<file path="config.mk">
export PLATFORM = sky130hd
export DESIGN_NAME = cpu_trace_capture
export DESIGN_NICKNAME = d
export VERILOG_FILES = /design/src/rtl/cpu_trace_pkg.sv /design/src/rtl/cpu_trace_fifo.sv /design/src/rtl/cpu_trace_capture.sv
export SDC_FILE = /design/constraint.sdc
export NUM_CORES = 1
export LEC_CHECK = 0
export ABC_CLOCK_PERIOD_IN_PS = 43400
export CAP_MARGIN = 20
export CORE_MARGIN = 2
export CORE_UTILIZATION = 45
export DETAILED_ROUTE_END_ITERATION = 6
export PLACE_DENSITY_LB_ADDON = 0.05
export SYNTH_ARGS = -nofsm -noshare
export SYNTH_HDL_FRONTEND = slang
export SYNTH_SLANG_ARGS = --single-unit
</file>
<file path="constraint.sdc">
create_clock -name clk_i -period 43.4 [get_ports clk_i]
set_clock_uncertainty 0.2 [all_clocks]
set_input_delay 8.68 -clock clk_i [delete_from_list [all_inputs] [get_ports clk_i]]
set_output_delay 8.68 -clock clk_i [all_outputs]
set_load 0.005 [all_outputs]
</file>
<file path="src/rtl/cpu_trace_pkg.sv">
// Shared types for the CPU branch-trace capture block.
//   trace_kind_e   : kind field of a trace entry (BR_FWD, BR_BACK, REGWR)
//   trace_entry_s  : {kind[1:0], cycle[15:0], from_pc[15:0], to_pc[15:0]}
//   trace_state_e  : capture FSM states
//   is_discontinuity() : true when pc is neither a stall nor pc+1 of prev_pc
package cpu_trace_pkg;

  localparam int TRACE_ENTRY_W = 50;
  localparam int TS_W          = 16;

  typedef enum logic [1:0] {
    BR_FWD  = 2'd0,
    BR_BACK = 2'd1,
    REGWR   = 2'd2
  } trace_kind_e;

  typedef struct packed {
    trace_kind_e kind;
    logic [15:0] cycle;
    logic [15:0] from_pc;
    logic [15:0] to_pc;
  } trace_entry_s;

  typedef enum logic [1:0] {
    ST_IDLE = 2'd0,
    ST_ARM  = 2'd1,
    ST_RUN  = 2'd2
  } trace_state_e;

  // 16-bit compare, so 0xFFFF -> 0x0000 is treated as sequential
  function automatic logic is_discontinuity(input logic [15:0] prev_pc,
                                            input logic [15:0] pc);
    return (pc != prev_pc) && (pc != (prev_pc + 16'd1));
  endfunction

endpackage

</file>
<file path="src/rtl/cpu_trace_fifo.sv">
// Small synchronous FIFO with push/full on the write side and valid/yumi on
// the read side.
//   clk_i, reset      : clock, asynchronous active-high reset
//   push_i, data_i    : write request and data; accepted when not full, or
//                       when full and the head is taken in the same cycle
//   full_o            : FIFO holds DEPTH entries
//   valid_o, data_o   : head entry; data_o is zero when empty
//   yumi_i            : consumer takes the head; ignored when empty
//   count_o           : occupied entries
module cpu_trace_fifo #(
  parameter int DEPTH = 8,
  parameter int WIDTH = 50
) (
  input  logic                     clk_i,
  input  logic                     reset,
  input  logic                     push_i,
  input  logic [WIDTH-1:0]         data_i,
  output logic                     full_o,
  output logic                     valid_o,
  output logic [WIDTH-1:0]         data_o,
  input  logic                     yumi_i,
  output logic [$clog2(DEPTH):0]   count_o
);

  localparam int AW = $clog2(DEPTH);

  // Pointers carry one extra wrap bit to tell full from empty
  logic [AW:0]      wr_ptr_q, wr_ptr_d;
  logic [AW:0]      rd_ptr_q, rd_ptr_d;
  logic [WIDTH-1:0] mem_q [DEPTH];
  logic             empty_s;
  logic             full_s;
  logic             pop_s;
  logic             push_ok_s;

  assign empty_s   = (wr_ptr_q == rd_ptr_q);
  assign full_s    = (wr_ptr_q[AW-1:0] == rd_ptr_q[AW-1:0]) &&
                     (wr_ptr_q[AW] != rd_ptr_q[AW]);
  assign pop_s     = yumi_i && !empty_s;
  // When full, the same-cycle pop frees the slot the push lands in
  assign push_ok_s = push_i && (!full_s || pop_s);

  assign wr_ptr_d  = push_ok_s ? (wr_ptr_q + (AW+1)'(1)) : wr_ptr_q;
  assign rd_ptr_d  = pop_s     ? (rd_ptr_q + (AW+1)'(1)) : rd_ptr_q;

  assign full_o    = full_s;
  assign valid_o   = !empty_s;
  assign data_o    = empty_s ? {WIDTH{1'b0}} : mem_q[rd_ptr_q[AW-1:0]];
  assign count_o   = wr_ptr_q - rd_ptr_q;

  // Pointer registers
  always_ff @(posedge clk_i or posedge reset) begin
    if (reset) begin
      wr_ptr_q <= '0;
      rd_ptr_q <= '0;
    end else begin
      wr_ptr_q <= wr_ptr_d;
      rd_ptr_q <= rd_ptr_d;
    end
  end

  // Entry storage
  always_ff @(posedge clk_i or posedge reset) begin
    if (reset) begin
      for (int i = 0; i < DEPTH; i++) begin
        mem_q[i] <= '0;
      end
    end else if (push_ok_s) begin
      mem_q[wr_ptr_q[AW-1:0]] <= data_i;
    end
  end

endmodule

</file>
<file path="src/rtl/cpu_trace_capture.sv">
// Samples the CPU PC every cycle, detects control-flow discontinuities and
// logs each as a timestamped entry in a FIFO drained over valid/yumi.
//   clk_i, reset   : clock, asynchronous active-high reset
//   trace_en_i     : capture enable (FIFO keeps draining when low)
//   pc_i           : CPU program counter
//   rd_i, rd_val_i, rd_we_i : register writeback (used with TRACE_REGWR_EN)
//   entry_v_o, entry_o, entry_yumi_i : head-of-FIFO stream
//   count_o        : occupied entries
//   overflow_o     : sticky, set once any entry was dropped
//   drop_cnt_o     : dropped entries, saturating at 255
// Optional feature macro: TRACE_REGWR_EN (also log register writebacks as
// REGWR entries through a one-entry skid register).
module cpu_trace_capture
  import cpu_trace_pkg::*;
#(
  parameter int DEPTH = 8,
  parameter int CNT_W = 16
) (
  input  logic                      clk_i,
  input  logic                      reset,
  input  logic                      trace_en_i,
  input  logic [15:0]               pc_i,
  input  logic [3:0]                rd_i,
  input  logic [15:0]               rd_val_i,
  input  logic                      rd_we_i,
  output logic                      entry_v_o,
  output logic [TRACE_ENTRY_W-1:0]  entry_o,
  input  logic                      entry_yumi_i,
  output logic [$clog2(DEPTH):0]    count_o,
  output logic                      overflow_o,
  output logic [7:0]                drop_cnt_o
);

  trace_state_e   state_q, state_d;
  logic [15:0]    prev_pc_q, prev_pc_d;
  logic [CNT_W-1:0] cnt_q, cnt_d;
  logic           overflow_q, overflow_d;
  logic [7:0]     drop_cnt_q, drop_cnt_d;

  logic           capture_s;
  logic           br_v_s;
  trace_entry_s   br_entry_s;
  logic           push_v_s;
  trace_entry_s   push_entry_s;
  logic           rw_drop_s;
  logic           fifo_full_s;
  logic           fifo_drop_s;
  logic [8:0]     drop_sum_s;

  // FSM next state, prev_pc tracking and cycle counter
  always_comb begin
    state_d   = state_q;
    prev_pc_d = prev_pc_q;
    cnt_d     = cnt_q;
    case (state_q)
      ST_IDLE: begin
        state_d = trace_en_i ? ST_ARM : ST_IDLE;
      end
      ST_ARM: begin
        prev_pc_d = pc_i;
        cnt_d     = cnt_q + CNT_W'(1);
        state_d   = ST_RUN;
      end
      ST_RUN: begin
        prev_pc_d = pc_i;
        cnt_d     = cnt_q + CNT_W'(1);
        state_d   = trace_en_i ? ST_RUN : ST_IDLE;
      end
      default: begin
        state_d = ST_IDLE;
      end
    endcase
  end

  // Classifier: only a running, enabled capture logs anything
  assign capture_s = (state_q == ST_RUN) && trace_en_i;
  assign br_v_s    = capture_s && is_discontinuity(prev_pc_q, pc_i);

  // Branch entry fields; timestamp is the counter in the sampling cycle
  always_comb begin
    br_entry_s         = '0;
    br_entry_s.kind    = (pc_i > prev_pc_q) ? BR_FWD : BR_BACK;
    br_entry_s.cycle   = TS_W'(cnt_q);
    br_entry_s.from_pc = prev_pc_q;
    br_entry_s.to_pc   = pc_i;
  end

`ifdef TRACE_REGWR_EN
  logic         rw_v_s;
  trace_entry_s rw_entry_s;
  logic         skid_v_q, skid_v_d;
  trace_entry_s skid_q, skid_d;

  assign rw_v_s = capture_s && rd_we_i;

  // Register-write entry fields
  always_comb begin
    rw_entry_s         = '0;
    rw_entry_s.kind    = REGWR;
    rw_entry_s.cycle   = TS_W'(cnt_q);
    rw_entry_s.from_pc = {12'b0, rd_i};
    rw_entry_s.to_pc   = rd_val_i;
  end

  // One push per cycle: branch first, then a parked regwrite, then a fresh one
  always_comb begin
    push_v_s     = 1'b0;
    push_entry_s = '0;
    skid_v_d     = skid_v_q;
    skid_d       = skid_q;
    rw_drop_s    = 1'b0;
    if (br_v_s) begin
      push_v_s     = 1'b1;
      push_entry_s = br_entry_s;
      if (rw_v_s && skid_v_q) begin
        rw_drop_s = 1'b1;
      end else if (rw_v_s) begin
        skid_v_d = 1'b1;
        skid_d   = rw_entry_s;
      end else begin
        skid_v_d = skid_v_q;
      end
    end else if (skid_v_q) begin
      push_v_s     = 1'b1;
      push_entry_s = skid_q;
      skid_v_d     = rw_v_s;
      skid_d       = rw_v_s ? rw_entry_s : skid_q;
    end else if (rw_v_s) begin
      push_v_s     = 1'b1;
      push_entry_s = rw_entry_s;
    end else begin
      push_v_s = 1'b0;
    end
  end

  // Skid register
  always_ff @(posedge clk_i or posedge reset) begin
    if (reset) begin
      skid_v_q <= 1'b0;
      skid_q   <= '0;
    end else begin
      skid_v_q <= skid_v_d;
      skid_q   <= skid_d;
    end
  end
`else
  logic unused_regwr_s;
  assign unused_regwr_s = ^{rd_i, rd_val_i, rd_we_i};

  // Only branch entries are produced in this build
  always_comb begin
    push_v_s     = br_v_s;
    push_entry_s = br_entry_s;
    rw_drop_s    = 1'b0;
  end
`endif

  // A push onto a full FIFO is lost unless the head leaves in the same cycle
  assign fifo_drop_s = push_v_s && fifo_full_s && !entry_yumi_i;
  assign drop_sum_s  = {1'b0, drop_cnt_q} + {8'b0, fifo_drop_s} + {8'b0, rw_drop_s};

  // Sticky overflow flag and saturating drop counter
  always_comb begin
    overflow_d = overflow_q | fifo_drop_s | rw_drop_s;
    drop_cnt_d = (drop_sum_s > 9'd255) ? 8'd255 : drop_sum_s[7:0];
  end

  // State, prev_pc, counter and drop bookkeeping registers
  always_ff @(posedge clk_i or posedge reset) begin
    if (reset) begin
      state_q    <= ST_IDLE;
      prev_pc_q  <= 16'd0;
      cnt_q      <= '0;
      overflow_q <= 1'b0;
      drop_cnt_q <= 8'd0;
    end else begin
      state_q    <= state_d;
      prev_pc_q  <= prev_pc_d;
      cnt_q      <= cnt_d;
      overflow_q <= overflow_d;
      drop_cnt_q <= drop_cnt_d;
    end
  end

  assign overflow_o = overflow_q;
  assign drop_cnt_o = drop_cnt_q;

  cpu_trace_fifo #(
    .DEPTH (DEPTH),
    .WIDTH (TRACE_ENTRY_W)
  ) u_fifo (
    .clk_i   (clk_i),
    .reset   (reset),
    .push_i  (push_v_s),
    .data_i  (push_entry_s),
    .full_o  (fifo_full_s),
    .valid_o (entry_v_o),
    .data_o  (entry_o),
    .yumi_i  (entry_yumi_i),
    .count_o (count_o)
  );

endmodule

</file>
==> results by group <==
Setup path
  – Signal arrival time at the worst endpoint: 4310 ps
  – Worst Path Required: 34,520 ps
  – Endpoint class of the critical path: output port
  – Path type of the worst setup path: flop to output port
  – Startpoint types: flop
  – Highest net fanout along the worst path: 50

Hold path
  – Worst Hold Class: flop to flop

Timing
  – Total of endpoints with negative setup slack in the final report: 0
  – Post-layout min period: 13,190 ps
  – Setup tns final: 0 ps
  – Highest Clock Rate: 0.07582 GHz
  – Unrepaired setup endpoints after global routing: false
  – Period utilization: 30.39%
  – Max transition margin: 23.43%
  – Final Max Tran Viols: 0
  – Final hold violation count: 0
  – Actual slew at the worst max-slew pin: 1149 ps

Yosys
  – Count of distinct cell types in the synthesized netlist: 55
  – Count of warnings emitted by yosys: 0
  – Most used flip-flop cell after synthesis: sky130_fd_sc_hd__dfrtp_1
  – Post-synthesis instance total: 1,505
  – Area share of the largest cell type after synthesis: 52.74%
  – Count of flip-flops with a built-in enable after synthesis: 0
  – Post-Syn Nets: 1,575
  – Post-synth top area cell: sky130_fd_sc_hd__dfrtp_1
  – Synth Register Bits: 443
  – Part of the Yosys area used for sequential elements: 52.74%
  – Biggest area contributors in the synthesized netlist: sky130_fd_sc_hd__dfrtp_1 53%, sky130_fd_sc_hd__mux2_2 18%, sky130_fd_sc_hd__mux4_2 11%
  – Post-synth design cell area: 0.02102 sq mm
  – Async set-reset flop share out of synthesis: 100.0%
  – Per-instance average area after synthesis: 13.97 sq um

Route
  – Total met3 wirelength after detailed routing: 1.841 mm
  – Top routing layer in use: met4
  – Total Wirelength: 49.62 mm
  – Routed wl met2: 23.22 mm
  – Via count: 12,390
  – Detailed-router iteration count before antenna repair: 5
  – First-iteration detailed-routing DRC count: 879
  – Average routed wire per standard cell: 22.80 um
  – DRT met1 WL: 23.64 mm
  – Vias per cell: 5.692
  – DRC violations left: 0
  – Residual antenna-violating net count after detailed routing: 0

Clocking
  – Clock tree sinks: 443
  – Insertion delay of the later-clocked pin in the worst-skew pair: 590 ps
  – Hold Buf Count CTS: 0
  – Resize count post-CTS: 0
  – Number of buffers added by the clock tree synthesis step: 49
  – Maximum buffer depth of the clock tree: 3
  – TritonCTS clock tree: done
  – CTS clk-pin slew, worst paths: 60 ps
  – Number of post-CTS setup repair buffers: 0
  – H-Tree Depth: 2
  – Root buffer selected by CTS: sky130_fd_sc_hd__clkbuf_16

Finish
  – Number of standard cells in the final layout excluding fillers: 2,176
  – Share of layout cells above drive strength 1: 34.93%
  – Number of nets at the end of the flow: 1,601
  – Layout area overhead: 13.46%
  – Number of inserted diodes: 0

Placed design
  – Half-perimeter wire length after detailed placement: 27.56 mm
  – Placed cells: 2,085
  – Routability-driven placement congestion ratio: 0.7655
  – IO Port Bufs: 82

Status
  – Result of the run: completed

Floorplan
  – Initial standard-cell utilization of the core: 45.34%
  – Standard cell core area: 0.04636 sq mm
  – Cell Rows: 79
  – IO Pins: 105
  – Die outline height: 220.1 um
  – Die width: 220.1 um
  – Area of the die: 0.04846 sq mm

Global routing
  – Overflow left after global routing: 0
  – Global router's overall resource usage: 21.29%
  – Largest net degree at the start of global routing: 97
  – Number of global-route vias before repair: 12,870
  – First-pass GRT wire length: 77.66 mm
  – Number of antenna violations at the first check in global routing: 0

Job
  – Maximum capacitance violations: 0

Pwr
  – Leakage Power: 11.03 nW
  – Peak supply drop: 0.06251 mV
  – Power per Cell Area: 68.49 mW/mm^2
[metal layers]
metal	up-vias	GRT usage [%]
met5	-	0
li1	5510	-
met1	6623	31.06
met4	0	5.213
met2	183	33.44
met3	70	3.560
[critical path: stages, from the launching register on]
cell	delay [ps]
sky130_fd_sc_hd__dfrtp_2	400
sky130_fd_sc_hd__inv_2	40
sky130_fd_sc_hd__buf_4	670
sky130_fd_sc_hd__ha_1	320
sky130_fd_sc_hd__nand3_1	160
sky130_fd_sc_hd__nor2b_4	890
sky130_fd_sc_hd__buf_4	570
sky130_fd_sc_hd__a21oi_1	180
sky130_fd_sc_hd__clkdlybuf4s50_1	480
[cell type report]
class | instances | area (sq um)
fill | 3988 | 22510
sequential | 443 | 11090
multi-input combinational | 898 | 9143
clock buffer | 79 | 1541
timing repair buffer | 109 | 1064
tap | 607 | 759.5
clock inverter | 10 | 128.9
inverter | 30 | 120.1
[path summary, 6_finish.rpt]
path	startpoint	cells after the start	slack, ps	endpoint
setup / recovery	u_fifo.rd_ptr_q[2]$_DFFE_PP0P_	8	30210	entry_o[30]
hold / removal	u_fifo.mem_q[45]$_DFFE_PP0P_	1	280	u_fifo.mem_q[45]$_DFFE_PP0P_
setup reg to reg	prev_pc_q[0]$_DFFE_PP0P_	8	38190	u_fifo.mem_q[110]$_DFFE_PP0P_
hold reg to reg	u_fifo.mem_q[45]$_DFFE_PP0P_	1	280	u_fifo.mem_q[45]$_DFFE_PP0P_
max in group asynchronous	reset	6	31900	u_fifo.mem_q[358]$_DFFE_PP0P_
min in group asynchronous	reset	2	8370	u_fifo.mem_q[135]$_DFFE_PP0P_
[stage by stage]
| step | total power [W] | util, % | hold slack, ps | area [sq um] | worst slack, ps |
|---|---|---|---|---|---|
| CTS | 0.001654 | 51.33 | 289.6 | 23800 | 30140 |
| global route | 0.001735 | 51.45 | 300.4 | 23850 | 29940 |
| floorplan | 0.001010 | - | 258.7 | 21020 | 22180 |
| detailed placement | 0.001221 | 47.73 | 277.2 | 22130 | 29630 |
| finish | 0.001634 | 51.45 | 284.9 | 23850 | 30210 |
| global placement | 0.001209 | 47.73 | 268.7 | 22130 | 29620 |
[synthesized netlist by cell type (5+ instances only)]
library cell and count:
sky130_fd_sc_hd__nor4_1 9, sky130_fd_sc_hd__xnor2_1 28, sky130_fd_sc_hd__ha_1 28, sky130_fd_sc_hd__mux4_2 98, sky130_fd_sc_hd__mux2_1 64, sky130_fd_sc_hd__mux2_2 332
sky130_fd_sc_hd__nor2b_1 5, sky130_fd_sc_hd__inv_1 29, sky130_fd_sc_hd__clkbuf_1 74, sky130_fd_sc_hd__buf_4 23, sky130_fd_sc_hd__buf_2 10, sky130_fd_sc_hd__nand4_1 17
sky130_fd_sc_hd__and3_1 10, sky130_fd_sc_hd__buf_6 12, sky130_fd_sc_hd__xor2_1 14, sky130_fd_sc_hd__o21ai_0 21, sky130_fd_sc_hd__nor2_1 12, sky130_fd_sc_hd__a21oi_1 57
sky130_fd_sc_hd__a31oi_1 6, sky130_fd_sc_hd__buf_1 14, sky130_fd_sc_hd__nand2_1 129, sky130_fd_sc_hd__dfrtp_1 443, sky130_fd_sc_hd__nand3_1 13
[cell families after synthesis]
logic type | share of synthesized area [%]
multiplexers | 31.86
flip-flops | 52.74
AND/OR/NAND/NOR | 5.232
buffers and inverters | 3.881
AO/OA/AOI/OAI | 2.762
XOR/XNOR | 1.750
adder cells (fa/ha/maj) | 1.762
other | 0.01784
[sequential cells by signal, indices dropped and copies added (netlist names)]
signal,cells
overflow_o,1
cnt_q,16
drop_cnt_o,8
state_q,2
u_fifo.mem_q,392
prev_pc_q,16
u_fifo.wr_ptr_q,4
u_fifo.rd_ptr_q,4
[where the power goes]
part,internal [W],switching [W],leakage (nW),total (W)
Clock,0.000259,0.000168,0.828,0.000427
Combinational,0.000309,0.000250,4.33,0.000559
Sequential,0.000541,0.000106,5.87,0.000647
[cells in the final DEF, fill, tap and decap left out, drive strengths merged, types with 9 or more instances in the layout]
cell and count:
nand3 13, a21oi 57, o21ai 21, inv 31, nand2 132, nor4 9, nand4 20, buf 27
xnor2 28, dfrtp 443, mux2 396, and3 10, ha 28, clkbuf 79, clkdlybuf4s50 82, nor2 12
mux4 98, xor2 14
No activity file was read; power rests on OpenSTA's default activity.
